File: src/rtl/number_display_pkg.sv
// Shared geometry, FSM states and digit type for the decimal readout.
package number_display_pkg;

   localparam int unsigned DIGIT_W = 16;
   localparam int unsigned DIGIT_H = 32;

   typedef enum logic [1:0] {
      IDLE   = 2'd0,
      SHIFT  = 2'd1,
      COMMIT = 2'd2
   } fsm_t;

   typedef logic [3:0] bcd_digit_t;

endpackage

File: src/rtl/bin2bcd_seq.sv
// Sequential double-dabble binary-to-BCD converter with a one-deep pending slot.
module bin2bcd_seq
   import number_display_pkg::*;
#(
   parameter int unsigned NUM_DIGITS  = 4,
   parameter int unsigned VALUE_WIDTH = 14
) (
   input  logic                    clk,
   input  logic                    resetN,
   input  logic                    start,
   input  logic [VALUE_WIDTH-1:0]  bin,
   output logic                    busy,
   output logic                    done,
   output logic [4*NUM_DIGITS-1:0] bcd,
   output logic                    ovf
);

   localparam int unsigned BCD_W   = 4 * NUM_DIGITS;
   localparam int unsigned SR_W    = VALUE_WIDTH + BCD_W;
   localparam int unsigned CNT_W   = $clog2(VALUE_WIDTH + 1);
   localparam int unsigned MAX_VAL = 10 ** NUM_DIGITS;
   localparam logic [BCD_W-1:0] ALL_NINES = {NUM_DIGITS{4'd9}};

   fsm_t                   state_q, state_d;
   logic [SR_W-1:0]        sr_q, sr_d;
   logic [CNT_W-1:0]       cnt_q, cnt_d;
   logic                   wovf_q, wovf_d;
   logic                   pend_q, pend_d;
   logic [VALUE_WIDTH-1:0] pend_val_q, pend_val_d;
   logic                   busy_d, done_d, ovf_d;
   logic [BCD_W-1:0]       bcd_d;
   logic                   load_go;
   logic [VALUE_WIDTH-1:0] load_val;

   // One double-dabble step: add 3 to every BCD nibble >= 5, then shift left.
   function automatic logic [SR_W-1:0] dabble_step(input logic [SR_W-1:0] s);
      logic [SR_W-1:0] t;
      t = s;
      for (int i = 0; i < int'(NUM_DIGITS); i++) begin
         if (t[VALUE_WIDTH + 4*i +: 4] >= 4'd5)
            t[VALUE_WIDTH + 4*i +: 4] = t[VALUE_WIDTH + 4*i +: 4] + 4'd3;
      end
      return {t[SR_W-2:0], 1'b0};
   endfunction

   // State and datapath registers.
   always_ff @(posedge clk or negedge resetN) begin
      if (!resetN) begin
         state_q    <= IDLE;
         sr_q       <= '0;
         cnt_q      <= '0;
         wovf_q     <= 1'b0;
         pend_q     <= 1'b0;
         pend_val_q <= '0;
         busy       <= 1'b0;
         done       <= 1'b0;
         bcd        <= '0;
         ovf        <= 1'b0;
      end else begin
         state_q    <= state_d;
         sr_q       <= sr_d;
         cnt_q      <= cnt_d;
         wovf_q     <= wovf_d;
         pend_q     <= pend_d;
         pend_val_q <= pend_val_d;
         busy       <= busy_d;
         done       <= done_d;
         bcd        <= bcd_d;
         ovf        <= ovf_d;
      end
   end

   // Next-state, pending-slot and conversion-step logic.
   always_comb begin
      state_d    = state_q;
      sr_d       = sr_q;
      cnt_d      = cnt_q;
      wovf_d     = wovf_q;
      pend_d     = pend_q;
      pend_val_d = pend_val_q;
      done_d     = 1'b0;
      bcd_d      = bcd;
      ovf_d      = ovf;
      load_go    = 1'b0;
      load_val   = bin;

      unique case (state_q)
         IDLE: begin
            if (start) load_go = 1'b1;
         end
         SHIFT: begin
            if (start) begin
               pend_d     = 1'b1;
               pend_val_d = bin;
            end
            sr_d  = dabble_step(sr_q);
            cnt_d = cnt_q + CNT_W'(1);
            if (cnt_q == CNT_W'(VALUE_WIDTH - 1)) begin
               state_d = COMMIT;
               done_d  = 1'b1;
               bcd_d   = wovf_q ? ALL_NINES : sr_d[SR_W-1 -: BCD_W];
               ovf_d   = wovf_q;
            end
         end
         COMMIT: begin
            state_d = IDLE;
            pend_d  = 1'b0;
            // A load arriving in the commit cycle is newer than the pending one.
            if (start) begin
               load_go  = 1'b1;
               load_val = bin;
            end else if (pend_q) begin
               load_go  = 1'b1;
               load_val = pend_val_q;
            end
         end
         default: state_d = IDLE;
      endcase

      if (load_go) begin
         state_d = SHIFT;
         sr_d    = {BCD_W'(0), load_val};
         cnt_d   = '0;
         wovf_d  = (32'(load_val) >= MAX_VAL);
      end

      busy_d = (state_d != IDLE);
   end

endmodule

File: src/rtl/number_display_driver.sv
// Decimal readout driver: BCD display register, leading-zero blanking and per-pixel glyph geometry.
module number_display_driver
   import number_display_pkg::*;
#(
   parameter int unsigned NUM_DIGITS    = 4,
   parameter int unsigned VALUE_WIDTH   = 14,
   parameter int unsigned TOP_LEFT_X    = 16,
   parameter int unsigned TOP_LEFT_Y    = 16,
   parameter int unsigned BLANK_LEADING = 1
) (
   input  logic                   clk,
   input  logic                   resetN,
   input  logic [10:0]            pixelX,
   input  logic [10:0]            pixelY,
   input  logic [VALUE_WIDTH-1:0] value,
   input  logic                   valueLoad,
   output logic [10:0]            offsetX,
   output logic [10:0]            offsetY,
   output logic                   InsideRectangle,
   output logic [3:0]             digit,
   output logic                   busy,
   output logic                   overflow
);

   localparam int unsigned COORD_W = 11;
   localparam int unsigned BCD_W   = 4 * NUM_DIGITS;
   localparam int unsigned LOG2W   = $clog2(DIGIT_W);
   localparam int unsigned IDX_W   = (NUM_DIGITS > 1) ? $clog2(NUM_DIGITS) : 1;

   logic               conv_done;
   logic               conv_ovf;
   logic [BCD_W-1:0]   conv_bcd;
   logic [BCD_W-1:0]   disp_q;
   bcd_digit_t         digs [NUM_DIGITS];
   logic [NUM_DIGITS-1:0] blank;
   logic [COORD_W-1:0] rel_x, rel_y;
   logic               in_cell;
   logic [IDX_W-1:0]   idx;
   bcd_digit_t         sel_digit;
   logic               sel_blank;

   bin2bcd_seq #(
      .NUM_DIGITS (NUM_DIGITS),
      .VALUE_WIDTH(VALUE_WIDTH)
   ) u_bin2bcd (
      .clk   (clk),
      .resetN(resetN),
      .start (valueLoad),
      .bin   (value),
      .busy  (busy),
      .done  (conv_done),
      .bcd   (conv_bcd),
      .ovf   (conv_ovf)
   );

   // Committed display register; updated atomically when a conversion finishes.
   always_ff @(posedge clk or negedge resetN) begin
      if (!resetN) begin
         disp_q   <= '0;
         overflow <= 1'b0;
      end else if (conv_done) begin
         disp_q   <= conv_bcd;
         overflow <= conv_ovf;
      end
   end

   // Split display into digits (index 0 = leftmost) and build the leading-zero blank mask.
   always_comb begin : blank_mask
      logic zero_run;
      zero_run = 1'b1;
      for (int i = 0; i < int'(NUM_DIGITS); i++) begin
         digs[i]  = disp_q[BCD_W - 1 - 4*i -: 4];
         zero_run = zero_run && (digs[i] == 4'd0);
         blank[i] = (BLANK_LEADING != 0) && zero_run && (i != int'(NUM_DIGITS) - 1);
      end
   end

   // Pixel geometry: offsets relative to the readout and the glyph cell being scanned.
   always_comb begin
      rel_x     = pixelX - COORD_W'(TOP_LEFT_X);
      rel_y     = pixelY - COORD_W'(TOP_LEFT_Y);
      in_cell   = (rel_x < COORD_W'(NUM_DIGITS * DIGIT_W)) && (rel_y < COORD_W'(DIGIT_H));
      idx       = rel_x[LOG2W +: IDX_W];
      sel_digit = '0;
      sel_blank = 1'b1;
      for (int i = 0; i < int'(NUM_DIGITS); i++) begin
         if (idx == IDX_W'(i)) begin
            sel_digit = digs[i];
            sel_blank = blank[i];
         end
      end
   end

   // Single pipeline stage for the renderer inputs.
   always_ff @(posedge clk or negedge resetN) begin
      if (!resetN) begin
         offsetX         <= '0;
         offsetY         <= '0;
         InsideRectangle <= 1'b0;
         digit           <= '0;
      end else begin
         InsideRectangle <= in_cell && !sel_blank;
         offsetX         <= in_cell ? (rel_x & COORD_W'(DIGIT_W - 1)) : '0;
         offsetY         <= in_cell ? rel_y : '0;
         digit           <= in_cell ? sel_digit : '0;
      end
   end

endmodule

File: config.mk
export PLATFORM = sky130hd
export DESIGN_NAME = number_display_driver
export DESIGN_NICKNAME = d
export VERILOG_FILES = /design/src/rtl/number_display_pkg.sv /design/src/rtl/bin2bcd_seq.sv /design/src/rtl/number_display_driver.sv
export SDC_FILE = /design/constraint.sdc
export NUM_CORES = 1
export LEC_CHECK = 0
export CORE_ASPECT_RATIO = 1.1
export CORE_UTILIZATION = 45
export CTS_CLUSTER_SIZE = 16
export DETAILED_ROUTE_END_ITERATION = 16
export DONT_BUFFER_PORTS = 1
export PLACE_DENSITY = 0.65
export SYNTH_ARGS = -nofsm -noshare
export SYNTH_HDL_FRONTEND = slang
export SYNTH_SLANG_ARGS = --single-unit
File: constraint.sdc
create_clock -name clk -period 1.92 [get_ports clk]
set_clock_uncertainty 0.05 [all_clocks]
set_input_delay 0.576 -clock clk [delete_from_list [all_inputs] [get_ports clk]]
set_output_delay 0.576 -clock clk [all_outputs]
set_load 0.02 [all_outputs]
# ---- Word-level counts from Yosys, hierarchy flattened
# Index checks and enable logic that the tools add are counted.
dict set report word_totals {
  reg_bits 108
  output_inout_bits 29
}
dict set report op_classes {
  order_cmp 7
  n_mux 34
  n_reduce_logical 16
  addsub 7
  n_eq_ne 7
}
# op n
set ops {}
lappend ops {{2-to-1 mux 30 bit} 2}
lappend ops {{2-to-1 mux 4 bit} 11}
lappend ops {{2-to-1 mux 14 bit} 3}
lappend ops {{subtractor 11 x 5 -> 11 bit, second input constant} 2}
lappend ops {{greater-or-equal comparator 4 x 3 -> 1 bit, second input constant} 4}
lappend ops {{2-to-1 mux 16 bit} 1}
lappend ops {{greater-or-equal comparator 14 bit, second input constant} 1}
lappend ops {{adder 4 x 2 -> 4 bit, second input constant} 3}
lappend ops {{logical NOT 4 bit} 3}
lappend ops {{less-than comparator 11 x 6 -> 1 bit, second input constant} 1}
lappend ops {{less-than comparator 11 x 7 -> 1 bit, second input constant} 1}
lappend ops {{2-to-1 mux 11 bit} 1}
lappend ops {{2-to-1 mux 1 bit} 10}
lappend ops {{equality test 2 bit, second input constant} 3}
lappend ops {{AND reduction 2 bit} 3}
lappend ops {{nonzero test 2 bit} 3}
lappend ops {{adder 4 x 1 -> 4 bit, second input constant} 1}
lappend ops {{equality test 2 x 1 -> 1 bit, second input constant} 2}
lappend ops {{equality test 4 bit, second input constant} 1}
lappend ops {{logical AND 1 bit} 4}
lappend ops {{logical NOT 2 bit} 2}
lappend ops {{2-to-1 mux 2 bit} 2}
lappend ops {{one-hot mux 1 bit (2 select lines)} 2}
lappend ops {{one-hot mux 2 bit (2 select lines)} 1}
lappend ops {{4 further kinds} 4}

# ---- Depth between registers and ports, before layout
dict set report logic_depth {
  depth_word 8
  ltp_mapped 7
  depth_no_buf 7
}

# ---- Modules after synthesis
# Synthesis repeated with hierarchy kept, for this count alone.
dict set report hier_totals {
  hier_cells 433
  area_unflattened_um2 4850.9
}
# module seq_area_each_um2 instances area_per_inst_um2 cells_per_inst
set modules_own_cells {}
lappend modules_own_cells {bin2bcd_seq 1776.7 1 3328.2 328}
lappend modules_own_cells {number_display_driver 925.9 1 1522.7 105}

# ---- Worst setup path after synthesis
# Ideal clock, no wire load.
dict set report synth_timing {
  kind {input to register}
  from {input pixelY[4]}
  to {register InsideRectangle}
  setup_slack_ns 0.044
  t_arrival_ns 1.761
  path_stages 7
  required_time_ns 1.804
  setup_time_ns 0.066
  path_cell_list {inv_1 > ha_1 > nor4b_2 > nand2_1 > nor4_2 > buf_4 > o31a_1}
}
dict set report synth_via {
  elab_chain_cells 4
}
# item line
set synth_rtl {}
lappend synth_rtl {{start, declared} number_display_driver.sv:14} ;# input logic [10:0] pixelY,
lappend synth_rtl {{subtractor 11 x 5 -> 11 bit} number_display_driver.sv:81} ;# rel_y = pixelY - COORD_W'(TOP_LEFT_Y);
lappend synth_rtl {{less-than comparator 11 x 6 -> 1 bit} number_display_driver.sv:82} ;# in_cell = (rel_x < COORD_W'(NUM_DIGITS * DIGIT_W)) && (rel_y < COORD_W'(DIGIT_H));
lappend synth_rtl {{logical AND 1 bit} number_display_driver.sv:82}
lappend synth_rtl {{logical AND 1 bit} number_display_driver.sv:102} ;# InsideRectangle <= in_cell && !sel_blank;
lappend synth_rtl {{end signal, assigned} number_display_driver.sv:102}
lappend synth_rtl {{end, declared} number_display_driver.sv:19} ;# output logic InsideRectangle,
# No other way between the ends.
# A chain may end at the register's enable or synchronous reset.

# ---- Final worst setup path
dict set report layout_timing {
  from {register u_bin2bcd.sr_q[18]}
  to {register u_bin2bcd.bcd[6]}
}
dict set report layout_via {
  elab_chain_cells 3
  word_cells_on_any_way 4
  cone_classes {1 x add/sub; 1 x order compare; 2 x mux}
}
# item line
set layout_rtl {}
lappend layout_rtl {{start, declared} bin2bcd_seq.sv:25} ;# logic [SR_W-1:0] sr_q, sr_d;
lappend layout_rtl {{start signal, assigned} bin2bcd_seq.sv:61} ;# sr_q <= sr_d;
lappend layout_rtl {{adder 4 x 2 -> 4 bit / greater-or-equal comparator 4 x 3 -> 1 bit (equally long branches)} {bin2bcd_seq.sv:41, bin2bcd_seq.sv:40}}
lappend layout_rtl {{2-to-1 mux 4 bit *} bin2bcd_seq.sv:40} ;# if (t[VALUE_WIDTH + 4*i +: 4] >= 4'd5)
lappend layout_rtl {{2-to-1 mux 16 bit *} bin2bcd_seq.sv:101} ;# bcd_d = wovf_q ? ALL_NINES : sr_d[SR_W-1 -: BCD_W];
lappend layout_rtl {{end signal, assigned} bin2bcd_seq.sv:57} ;# bcd <= '0;
lappend layout_rtl {{end signal, assigned} bin2bcd_seq.sv:68} ;# bcd <= bcd_d;
lappend layout_rtl {{end, declared} bin2bcd_seq.sv:14} ;# output logic [4*NUM_DIGITS-1:0] bcd,
# Every way passes the cells marked *; elsewhere a longest branch is shown, timed or not.

==> summary.md <==
| Metric | Value |
|---|---|
| Unique masters post-synth | `47` |
| Final Max Slew Viols | `0` |
| Number of synthesized flops with an enable pin | `0` |
| Max_cap viols | `0` |
| Number of synthesis warnings | `0` |
| CTS tree | `built` |
| PD cells | `between 1000 and 1500 mW/mm^2` |
| # rows | `39` |
| Clk root buf | `clkbuf_16` |
| Crit path kind | `reg2reg` |
| Synth Flop Type | `dfrtp_1` |
| Syn Inst Count | `430` |
| Crit path launch type | `register` |
| Final #Nets | `about 490` |
| Most common cell in the synthesized netlist | `dfrtp_1` |
| First-pass GRT wire length | `~15,000 um` |
| Data required, critical path | `2120 ps` |
| F_max | `0.5576 GHz` |
| Static Leak | `approximately 2.4 nW` |
| Post-CTS Setup Repair Bufs | `0` |
| Share of cells above drive strength 1 | `0.1545` |
| Layout Utilization | `0.5090` |
| Wire length per cell | `between 10 and 15 um` |
| Die H | `roughly 110 um` |
| Multi-input logic area | `around 0.002 sq mm` |
| Hpwl dp | `5827 um` |
| Die W | `a little over 100 um` |
| Largest net degree at the start of global routing | `109` |
| Clock Sinks | `around 110` |
| Vias per cell | `between 5 and 6` |
| Outcome | `complete, but fails checks` |
| Failing checks | `hold timing` |
| Peak supply drop | `0.0005242 V` |
| Final Hold Viols | `between 100 and 150` |
| FILL cells | `~950` |
| CTS Buffer Depth | `2` |
| GR Overflow Total | `0` |
| Routed WL | `between 8000 and 9000 um` |
| Reg2reg setup slack | `130 ps` |
| Post-DRT Antenna Nets | `0` |
| Seq/Total Area, Yosys | `0.5554` |
| Worst-Skew Late Latency | `approximately 350 ps` |
| Global-route usage over all layers | `0.1667` |
| Crit. End Element | `register` |
| Yosys reg bits | `roughly 110` |
| Inserted Diodes | `0` |
| Port Buffers | `0` |
| Worst slew pin tran | `a little under 900 ps` |
| Unrepaired setup endpoints after global routing | `false` |
| Initial Util | `0.4660` |
| Antenna violations before repair | `0` |
| Hold slack final | `-127.1 ps` |
| Total CTS buffers | `9` |
| CTS H-tree depth | `3` |
| IO Count | `68` |
| Most frequent cells after synthesis | `108 x dfrtp_1, 59 x nand2_1, 35 x mux2_2` |
| CP Max Fanout | `4` |
| P&R area growth vs syn | `9.231%` |
| Syn Area/Cell | `11.32 sq um` |
| DR vias | `3,103` |
| Minimum clock period | `1794 ps` |
| Die area | `approximately 0.011 sq mm` |
| Post-synth ARST share | `1.000` |
| Number of global-route vias before repair | `approximately 3,100` |
| CP Data Arrival Time | `between 1500 and 2000 ps` |
| Share of the synthesized area in the top cell type | `0.5554` |
| DRC violations left | `0` |
| Hold WC Path Type | `in2async` |
| GP Congestion | `0.8271` |
| Netlist Area Pre-Place | `0.004866 sq mm` |
| Iter 0 DRT Violations | `about 220` |
| Initial DRT Pass Iterations | `4` |
| Synth area leader | `dfrtp_1` |
| Final worst path period share | `0.9341` |
| FF+latch area | `between 0.002 and 0.003 sq mm` |
| Clock transition at path regs | `roughly 70 ps` |
| Setup violators final | `0` |
| CORE AREA | `around 0.010 sq mm` |
| Setup TNS | `0 ps` |
| Relative slew margins | `0.4174` |
| Largest cells by area after synthesis | `dfrtp_1 56%, mux2_2 8.1%, nand2_1 4.6%` |
[through the flow]
stage / setup slack, ps / cells / area (sq um) / hold WS (ps) / power, mW
3_3_place_gp: 104.2 / 567 / 5004 / 232.9 / 5.928
4_1_cts: 106.5 / 583 / 5311 / -142.1 / 7.978
3_5_place_dp: 40.68 / 567 / 5004 / 232.6 / 6.047
2_1_floorplan: 43.58 / 442 / 4911 / 230.4 / 5.498
5_1_grt: 8.842 / 583 / 5315 / -155.3 / 8.513
6_report: 126.5 / 583 / 5315 / -127.1 / 7.897
[path summary, 6_finish.rpt]
path | startpoint | to | depth (start not counted)
min reg2reg | u_bin2bcd.bcd[0]$_DFFE_PN0P_ | u_bin2bcd.bcd[0]$_DFFE_PN0P_ | 2
max in group asynchronous | resetN | u_bin2bcd.sr_q[6]$_DFFE_PN0P_ | 0
max reg2reg | u_bin2bcd.sr_q[18]$_DFFE_PN0P_ | u_bin2bcd.bcd[6]$_DFFE_PN0P_ | 6
min | resetN | digs[6]$_DFFE_PN0P_ | 0
max | u_bin2bcd.sr_q[18]$_DFFE_PN0P_ | u_bin2bcd.bcd[6]$_DFFE_PN0P_ | 6
min in group clk | pixelY[3] | offsetY[3]$_DFF_PN0_ | 1
[cells in the final DEF (no fill, tap or decap), types with 2 or more instances in the layout]
cell type,n
inv_8,2
nor4_1,4
buf_4,10
conb_1,13
o21ai_0,23
xnor2_1,4
nor2_1,16
nor3_1,11
clkbuf_16,9
dfrtp_1,108
nand2b_1,9
a221o_1,12
nand3_1,5
nand2_1,59
nor3b_1,3
ha_1,11
inv_6,2
xor2_1,5
mux4_1,4
inv_1,14
and2_1,13
o22ai_1,10
a21oi_1,23
o31ai_1,9
mux2_2,35
[state kept, by name, summed over array words and instances (netlist names)]
name,cells
u_bin2bcd.busy,1
u_bin2bcd.cnt_q,4
u_bin2bcd.done,1
digs,16
offsetX,4
u_bin2bcd.wovf_q,1
overflow,1
u_bin2bcd.pend_q,1
u_bin2bcd.sr_q,30
InsideRectangle,1
u_bin2bcd.pend_val_q,14
offsetY,11
digit,4
u_bin2bcd.ovf,1
u_bin2bcd.state_q,2
u_bin2bcd.bcd,16
[area by class of cell]
class,count,area share
Multi-Input combinational cell,290,0.3715
Timing Repair Buffer,11,0.01789
Clock inverter,6,0.01483
Sequential cell,108,0.5085
Tap cell,143,0.03366
Inverter,15,0.01059
Clock buffer,10,0.04308
[power by group]
group | internal [mW] | total, mW | leakage (nW) | switching [mW]
clock | 1.04 | 1.91 | 0.152 | 0.862
sequential | 3.07 | 3.71 | 1.37 | 0.635
combinational | 1.16 | 2.28 | 0.889 | 1.13
[critical path, cell delays in order, from the launching register on]
cell	delay, ps
dfrtp_1	410
inv_1	100
ha_1	210
nand2b_1	90
a21oi_1	250
mux2_2	390
o31ai_1	210
[routing by layer]
layer  GRT usage  share of wire  vias up
met4     0.07053          0.015        0
met1      0.2219           0.47     1512
met3     0.03153          0.044       10
li1            -              -     1495
met2      0.2649           0.47       86
met5           0              0        -
[cells by family (layout without fill, tap and decap cells)]
kind of cell / after synthesis / count (layout) / synth area share
other cells: 1 / 13 / 0.0007707
simple gates: 132 / 132 / 0.1350
flops: 108 / 108 / 0.5554
buf+inv: 44 / 42 / 0.04885
fa+ha+maj: 11 / 11 / 0.02828
compound gates: 85 / 85 / 0.1108
xor+xnor: 9 / 9 / 0.01620
mux: 40 / 40 / 0.1047
[timing repair]
item / CTS / global route
resized for setup: 0 / 1
hold endpoints to repair: 108 / 108
endpoints found under the setup margin: 0 / 1
No activity file was read; power rests on OpenSTA's default activity.
